<file path="src/rtl/terrain_crater_scheduler.sv">
// Crater scheduler: grants one bomb request at a time (round-robin), then sweeps
// the crater's columns with read-clear-write cycles confined to vertical blanking.
module terrain_crater_scheduler #(
    parameter int N_REQ     = 2,
    parameter int TERRAIN_W = 640,
    parameter int TERRAIN_H = 512,
    parameter int R_BITS    = 6
) (
    input  logic                    clk,
    input  logic                    reset_n,
    input  logic [N_REQ-1:0]        req,
    input  logic [N_REQ*10-1:0]     req_x,
    input  logic [N_REQ*10-1:0]     req_y,
    input  logic [N_REQ*R_BITS-1:0] req_r,
    output logic [N_REQ-1:0]        ack,
    input  logic                    vblank,
    input  logic [9:0]              disp_addr,
    output logic [9:0]              mem_addr,
    input  logic [TERRAIN_H-1:0]    mem_rdata,
    output logic [TERRAIN_H-1:0]    mem_wdata,
    output logic                    mem_we,
    output logic                    busy,
    output logic                    done
);
    localparam int PW = (N_REQ > 1) ? $clog2(N_REQ) : 1;
    localparam int RW = 2 * R_BITS + 1;

    typedef enum logic [2:0] {IDLE, CALC_INIT, CALC, RD, RDW, WR, NEXT} state_t;
    state_t state, state_next;

    logic [PW-1:0]        ptr, ptr_next;
    logic [9:0]           cx, cy;
    logic [R_BITS-1:0]    r, h;
    // One bit wider than the 11-bit column range so cx+r can never wrap.
    logic signed [11:0]   col;
    logic [RW-1:0]        rem;
    logic [TERRAIN_H-1:0] word;

    logic                 grant_valid;
    logic [N_REQ-1:0]     grant_vec;
    logic [9:0]           gx, gy;
    logic [R_BITS-1:0]    gr;

    logic signed [11:0]   cx_s, r_s, dx, lo_s, col_last;
    logic [R_BITS-1:0]    adx;
    logic [2*R_BITS-1:0]  dx_sq, r_sq;
    logic [R_BITS:0]      hp1;
    logic [2*R_BITS+1:0]  hp1_sq;
    logic [11:0]          lo, hi;
    logic                 grow, in_range, last_col, cy_ok;
    logic [TERRAIN_H-1:0] clr_mask;

    assign cx_s     = signed'({2'b00, cx});
    assign r_s      = signed'(12'(r));
    assign dx       = col - cx_s;
    assign adx      = R_BITS'(dx[11] ? -dx : dx);
    assign dx_sq    = adx * adx;
    assign r_sq     = r * r;
    assign hp1      = {1'b0, h} + 1'b1;
    assign hp1_sq   = hp1 * hp1;
    assign grow     = hp1_sq <= {1'b0, rem};
    assign in_range = !col[11] && (col < signed'(12'(TERRAIN_W)));
    assign col_last = cx_s + r_s;
    assign last_col = (col == col_last);
    assign cy_ok    = {2'b00, cy} < 12'(TERRAIN_H);
    assign lo_s     = signed'({2'b00, cy}) - signed'(12'(h));
    assign lo       = lo_s[11] ? 12'd0 : unsigned'(lo_s);
    assign hi       = {2'b00, cy} + 12'(h);

    // Rows cy-h..cy+h (clipped to the word) are cleared; a centre below the terrain clears nothing.
    always_comb begin
        clr_mask = '0;
        for (int b = 0; b < TERRAIN_H; b++) begin
            clr_mask[b] = cy_ok && (12'(b) >= lo) && (12'(b) <= hi);
        end
    end

    always_comb begin
        grant_valid = 1'b0;
        grant_vec   = '0;
        ptr_next    = ptr;
        gx          = '0;
        gy          = '0;
        gr          = '0;
        for (int k = 0; k < N_REQ; k++) begin
            for (int i = 0; i < N_REQ; i++) begin
                if (!grant_valid && req[i] && (i == (int'(ptr) + k) % N_REQ)) begin
                    grant_valid  = 1'b1;
                    grant_vec[i] = 1'b1;
                    gx           = req_x[i*10 +: 10];
                    gy           = req_y[i*10 +: 10];
                    gr           = req_r[i*R_BITS +: R_BITS];
                    ptr_next     = PW'((i + 1) % N_REQ);
                end
            end
        end
    end

    always_ff @(posedge clk or negedge reset_n) begin
        if (!reset_n) state <= IDLE;
        else          state <= state_next;
    end

    always_ff @(posedge clk or negedge reset_n) begin
        if (!reset_n) begin
            ptr  <= '0;
            cx   <= '0;
            cy   <= '0;
            r    <= '0;
            h    <= '0;
            col  <= '0;
            rem  <= '0;
            word <= '0;
        end else begin
            case (state)
                IDLE: if (grant_valid) begin
                    cx  <= gx;
                    cy  <= gy;
                    r   <= gr;
                    col <= signed'({2'b00, gx}) - signed'(12'(gr));
                    ptr <= ptr_next;
                end
                CALC_INIT: begin
                    rem <= RW'(r_sq) - RW'(dx_sq);
                    h   <= '0;
                end
                CALC: if (grow) h <= h + 1'b1;
                RDW:  if (vblank) word <= mem_rdata;
                NEXT: if (!last_col) col <= col + 12'sd1;
                default: ;
            endcase
        end
    end

    // Losing vblank anywhere in the access drops back to RD, so the column is redone in full.
    always_comb begin
        state_next = state;
        ack        = '0;
        done       = 1'b0;
        mem_we     = 1'b0;
        mem_wdata  = '0;
        mem_addr   = disp_addr;
        busy       = (state != IDLE);
        case (state)
            IDLE: if (grant_valid) begin
                ack        = reset_n ? grant_vec : '0;
                state_next = CALC_INIT;
            end
            CALC_INIT: state_next = in_range ? CALC : NEXT;
            CALC:      if (!grow) state_next = RD;
            RD: if (vblank) begin
                mem_addr   = col[9:0];
                state_next = RDW;
            end
            RDW: begin
                if (vblank) begin
                    mem_addr   = col[9:0];
                    state_next = WR;
                end else begin
                    state_next = RD;
                end
            end
            WR: begin
                if (vblank) begin
                    mem_addr   = col[9:0];
                    mem_we     = 1'b1;
                    mem_wdata  = word & ~clr_mask;
                    state_next = NEXT;
                end else begin
                    state_next = RD;
                end
            end
            NEXT: begin
                if (last_col) begin
                    done       = 1'b1;
                    state_next = IDLE;
                end else begin
                    state_next = CALC_INIT;
                end
            end
            default: state_next = IDLE;
        endcase
    end
endmodule

</file>
<file path="config.mk">
export PLATFORM = sky130hd
export DESIGN_NAME = terrain_crater_scheduler
export DESIGN_NICKNAME = d
export VERILOG_FILES = /design/src/rtl/terrain_crater_scheduler.sv
export SDC_FILE = /design/constraint.sdc
export NUM_CORES = 2
export LEC_CHECK = 0
export ABC_AREA = 1
export CAP_MARGIN = 30
export CORE_ASPECT_RATIO = 0.5
export CORE_MARGIN = 2
export CORE_UTILIZATION = 25
export DETAILED_ROUTE_END_ITERATION = 8
export PLACE_DENSITY = 0.44
export SLEW_MARGIN = 10
export SYNTH_ARGS = -nofsm -noshare
export SYNTH_HDL_FRONTEND = slang
export SYNTH_SLANG_ARGS = --single-unit
</file>
<file path="constraint.sdc">
create_clock -name clk -period 8.1 [get_ports clk]
set_input_delay 1.62 -clock clk [delete_from_list [all_inputs] [get_ports clk]]
set_output_delay 1.62 -clock clk [all_outputs]
set_load 0.01 [all_outputs]
</file>
[Word-level counts from Yosys, hierarchy flattened]
Index checks and enable logic that the tools add are counted.
Word-level totals
  word-level logic and storage cells: 2165
  input port bits: 579
  output and inout port bits: 527
  register bits after elaboration: 573
Operators by class
  add/sub/neg operators: 11
  reduce and logical (&&, ||, !) cells: 1050
  muxes and demuxes: 49
  multiply operators: 3
  order comparisons: 1027
  bitwise logic cells: 3
  equal/unequal tests: 13
Operator list (count)
  $ge 9x11->1 const A: 256
  $le 9x11->1 const A: 256
  $ge 8x11->1 const A: 128
  $le 8x11->1 const A: 128
  $logic_and 1x1->1: 1032
  $mux 512: 2
  $ge 7x11->1 const A: 64
  $le 7x11->1 const A: 64
  $and 512x512->512: 1
  $not 512->512: 1
  $ge 6x11->1 const A: 32
  $le 6x11->1 const A: 32
  $ge 5x11->1 const A: 16
  $le 5x11->1 const A: 16
  $mux 10: 10
  $ge 4x11->1 const A: 8
  $le 4x11->1 const A: 8
  $logic_not 32->1: 2
  $ge 3x11->1 const A: 4
  $le 3x11->1 const A: 4
  $mux 6: 6
  $mul 6x6->12: 2
  $mux 12: 2
  $pmux 12 s2: 1
  other kinds (38): 81

[Logic depth before layout (Yosys ltp)]
  depth in word-level cells: 18
  depth in mapped cells: 37
  depth with buffers taken out: 37

[Least setup slack after synthesis]
OpenSTA, ideal clock, no wires.
  path type: register to register
  from: register col[0]
  to: register rem[10]
  slack: 1857 ps
  library setup time: 132 ps
  path buffers: 0
  data required time: 7968 ps
  arrival: 6111 ps
  clock period less this slack: 6243 ps
  stages on the path, launching flop included: 33
  cell sequence: dfrtp_1 inv_1 ha_1 inv_1 fa_1 inv_1 ha_1 inv_1 nor2_1 nand2_1 nand2_1 inv_1 o21ai_0 nand3_1 inv_1 fa_1 inv_1 fa_1 fa_1 inv_1 fa_1 fa_1 inv_1 ha_1 a21oi_1 o21ai_0 a21oi_1 nor2_1 o21ai_0 nand2_1 or2_2 nand3_1 o21ai_0
On the way
  word-level cells in the longest chain between the ends: 5
Ends and longest elaborated chain
  start, declared: line 35  | logic signed [11:0] col;
  start signal, assigned: line 120  | col <= signed'({2'b00, gx}) - signed'(12'(gr));
  start signal, assigned: line 129  | NEXT: if (!last_col) col <= col + 12'sd1;
  $sub 12x11->12 (*): line 55  | assign dx = col - cx_s;
  $neg 6->6: line 56  | assign adx = R_BITS'(dx[11] ? -dx : dx);
  $mux 6 (*): line 56
  $mul 6x6->12 (*): line 57  | assign dx_sq = adx * adx;
  $sub 12x12->13 (*): line 124  | rem <= RW'(r_sq) - RW'(dx_sq);
  end signal, assigned: line 124
  end, declared: line 36  | logic [RW-1:0] rem;
Mark *: on every way between the ends. The rest lies on a longest branch, timed or not.
A chain may end at the register's enable or synchronous reset.

[Worst setup path in the final report]
  from: register h[0]
  to: output mem_wdata[498]
On the way
  word-level cells in the longest chain between the ends: 9
  elaborated cells between the ends (all ways): 11
  classes of those cells: add/sub (2); order compare (2); mux (3); bitwise (2); reduce/logical (2)
Ends and longest elaborated chain
  start, declared: line 33  | logic [R_BITS-1:0] r, h;
  start signal, assigned: line 127  | CALC: if (grow) h <= h + 1'b1;
  $sub 10x6->11: line 66  | assign lo_s = signed'({2'b00, cy}) - signed'(12'(h));
  $mux 11: line 67  | assign lo = lo_s[11] ? 12'd0 : unsigned'(lo_s);
  $ge 9x11->1: line 74  | clr_mask[b] = cy_ok && (12'(b) >= lo) && (12'(b) <= hi);
  $logic_and 1x1->1: line 74
  $logic_and 1x1->1 (*): line 74
  $not 512->512 (*): line 167  | mem_wdata = word & ~clr_mask;
  $and 512x512->512 (*): line 167
  $mux 512 (*): line 164  | if (vblank) begin
  $mux 512 (*): line 144  | case (state)
  end, declared: line 20  | output logic [TERRAIN_H-1:0] mem_wdata,
Marks and branches as above.

==> impl_metrics.csv <==
group,metric,value,unit
grt,grt_pass1_vias,53990,
hold_path,hold_path_end,"word[92]",
route,drc_errors,0,
setup_path,endpoint_kind,"output pin",
setup_path,crit_path_start_kind,"flip-flop",
yosys,synthArstFlopShare,1.000,
hold_path,hold_path_depth,2,
setup_path,r2r-end,"rem[10]",
route,first_pass_iters,7,
grt,antenna_found_initial,96,
sta,timing.final.crit_share,0.9904,
yosys,netlist_instances,7229,
run,maxCapViolations,0,
floorplanning,die_w,598.4,um
hold_path,hp-start,"word[92]",
setup_path,crit_path_frequent_cell,"nand2_1",
finish,layout.nets,8950,
cts,cts.path.max_buffers,3,
cts,post_cts_buffers,0,
setup_path,max_stage_delay,0.71,ns
yosys,yosys_warnings,0,
finish,area_growth_syn_to_layout,37.99,%
yosys,synth.largest_area_cell,"dfrtp_1",
cts,htreeDepth,3,
placement,place_hpwl,289300,um
yosys,synth-seq-cells,573,
sta,period_minus_slack,8.022,ns
cts,clkTransAtPathRegs,0.06,ns
yosys,synth_area_leaders,"dfrtp_1 (32%), nand2_1 (26%), nor2_1 (7.7%)",
route,dr.first_iter.drc_count,8441,
floorplanning,row_count,109,
finish,drive_above_1_share,0.05711,
floorplanning,core_area,176100,sq um
setup_path,worst_path_max_delay_cell,"o21ai_0",
setup_path,required,6.48,ns
yosys,synth_cell_types,57,
cts,clockRootBuffer,"clkbuf_16",
status,outcome,"finished, final reports clean",
floorplanning,die_area,180300,sq um
yosys,synth_edf_count,0,
grt,grt_pass1_wl,479800,um
setup_path,crit_family,"simple AND/OR/NAND/NOR gates",
setup_path,r2r-start,"cx[8]",
route,vias_per_cell,5.383,
sta,worst_clock_skew,0.04142,ns
floorplanning,die_h,301.2,um
finish,final_area,60950,sq um
route,routed_wl,364800,um
grt,gr-total-overflow,0,
sta,finalHoldViolCount,0,
placement,place_inst,10520,
finish,finalNonFillerCells,10710,
yosys,ys_seq_area_frac,0.3246,
placement,placed_cell_area,58350,sq um
setup_path,r2r_cells,28,
setup_path,cp.arrival,6.40,ns
sta,slew_violations,0,
floorplanning,pin_count,1106,
placement,gp_congestion,1.089,
sta,finalSetupViolCount,0,
sta,slew_headroom,0.2395,
cts,clock_sinks,573,
setup_path,worst-path-buf-inv,2,
route,antenna_left,0,
sta,grt_setup_unrepaired,"no",
yosys,synth_ff_type,"dfrtp_1",
route,wl_per_cell,34.05,um
cts,cts_tree,"yes",
setup_path,crit_path_cell_trace,"ha_1 -> inv_1 -> fa_1 -> nand2_2 -> nand3_1 -> nand2_1 -> nand2_1 -> nor2_2 -> nand2_2 -> nor2_1 -> nand2_1 -> o21ai_0 -> a21oi_1 -> clkdlybuf4s50_1",
placement,port-buffer-count,1105,
yosys,synth_top_area_frac,0.3246,
route,vias,57660,
sta,worst_pin_slew,1.129,ns
grt,grt_usage,0.3902,
yosys,syn_avg_cell_area,6.110,sq um
sta,max_freq,124.7,MHz
sta,fin_setup_tns,0,ns
hold_path,hp-class,"reg -> reg",
floorplanning,start_util,0.2509,
grt,grt_max_degree,148,
cts,clock_latency,0.71,ns
cts,cts_made_buffers,70,
finish,layout_common_cells,"nand2_1 (3,076), clkdlybuf4s50_1 (1,104), nor2_1 (895)",
finish,mostFrequentLayoutCell,"nand2_1",
cts,holdBufCountCts,0,
yosys,syn-cell-area,44170,sq um
sta,holdWs,0.4669,ns
setup_path,crit_fanout,13,
setup_path,r2r_setup_slack,1.32,ns
cts,ctsResizeCount,0,
setup_path,crit_type,"reg -> out",
==> layer usage <==
| layer | GRT usage | vias to the layer above | part of all wire |
|---|---|---|---|
| met1 | 0.5059 | 28590 | 0.41 |
| met3 | 0.1314 | 798 | 0.11 |
| li1 | - | 24830 | - |
| met5 | 0 | - | 0.00051 |
| met4 | 0.1963 | 30 | 0.057 |
| met2 | 0.5757 | 3419 | 0.42 |
==> cell type report <==
type                    instances  area (sq um)
diodes                         62         155.1
well taps                    2386          2985
fillers                     19850        115100
clock buffers                  97          2004
multi-input cells            5803         26570
flip-flops and latches        573         14340
inverters                     470          1777
clock inverters                29         371.6
repair buffers               1293         12740
==> cells in the mapped netlist (all sizes together) (2+ instances only) <==
cell type  count
xor2          18
o211ai         5
inv          462
o21a           4
nand3        462
ha           105
or2            9
o22ai         11
and2          11
xnor2         11
nor2         959
a21oi        484
a22o          10
a31oi         49
nand2       3105
a21o           3
o31ai          5
o2111ai        2
clkinv         8
a21boi         6
o21ai        407
clkbuf       280
dfrtp        573
nand4         30
o21bai         8
buf          105
nor4           2
nor3          31
fa            55
==> cell families (layout without fill, tap and decap cells) <==
family,Yosys count,after routing,synth area share
AOI/OAI and AO/OA,998,998,0.1197
xor gates and xnor gates,29,29,0.005750
adders and majority gates,160,160,0.05467
buffers and inverters,855,1889,0.07694
DFF,573,573,0.3246
muxes,1,1,0.0002549
other,1,65,0.00008490
and+or+nand+nor,4612,4612,0.4179
==> worst register-to-register path: cells and delay by family (launching register included) <==
family / cells / cell delay, ns
AOI/OAI and AO/OA: 6 / 1.05
DFF: 1 / 0.42
and+or+nand+nor: 9 / 1.23
adders and majority gates: 7 / 3.29
xor gates and xnor gates: 1 / 0.39
buffers and inverters: 5 / 0.29
==> worst max-delay path by stage <==
| stage | depth (start not counted) | end | start | slack, ns |
|---|---|---|---|---|
| after floorplan | 32 | rem[10] | col[0] | 1.86 |
| after global placement | 13 | mem_wdata[78] | h[0] | 1.0 |
| after detailed placement | 15 | mem_wdata[81] | h[5] | 1.14 |
| after CTS | 15 | mem_wdata[81] | h[5] | 0.39 |
| after global routing | 13 | mem_wdata[81] | h[5] | 0.10 |
| final | 14 | mem_wdata[498] | h[0] | 0.08 |
==> sequential cells by signal (all words and copies together) (netlist names) <==
signal  cells
word      512
rem        13
col        12
cx         10
cy         10
h           6
r           6
state       3
ptr         1
==> metrics by stage <==
stage	util	setup slack, ns
6_report	0.3462	0.07803
3_5_place_dp	0.3314	1.135
2_1_floorplan	-	1.857
4_1_cts	0.3449	0.3887
3_3_place_gp	0.3307	0.9953
5_1_grt	0.3459	0.1038
Power is not shown: default switching activity piles up to over one toggle a cycle in this logic, so the estimate is an artifact.
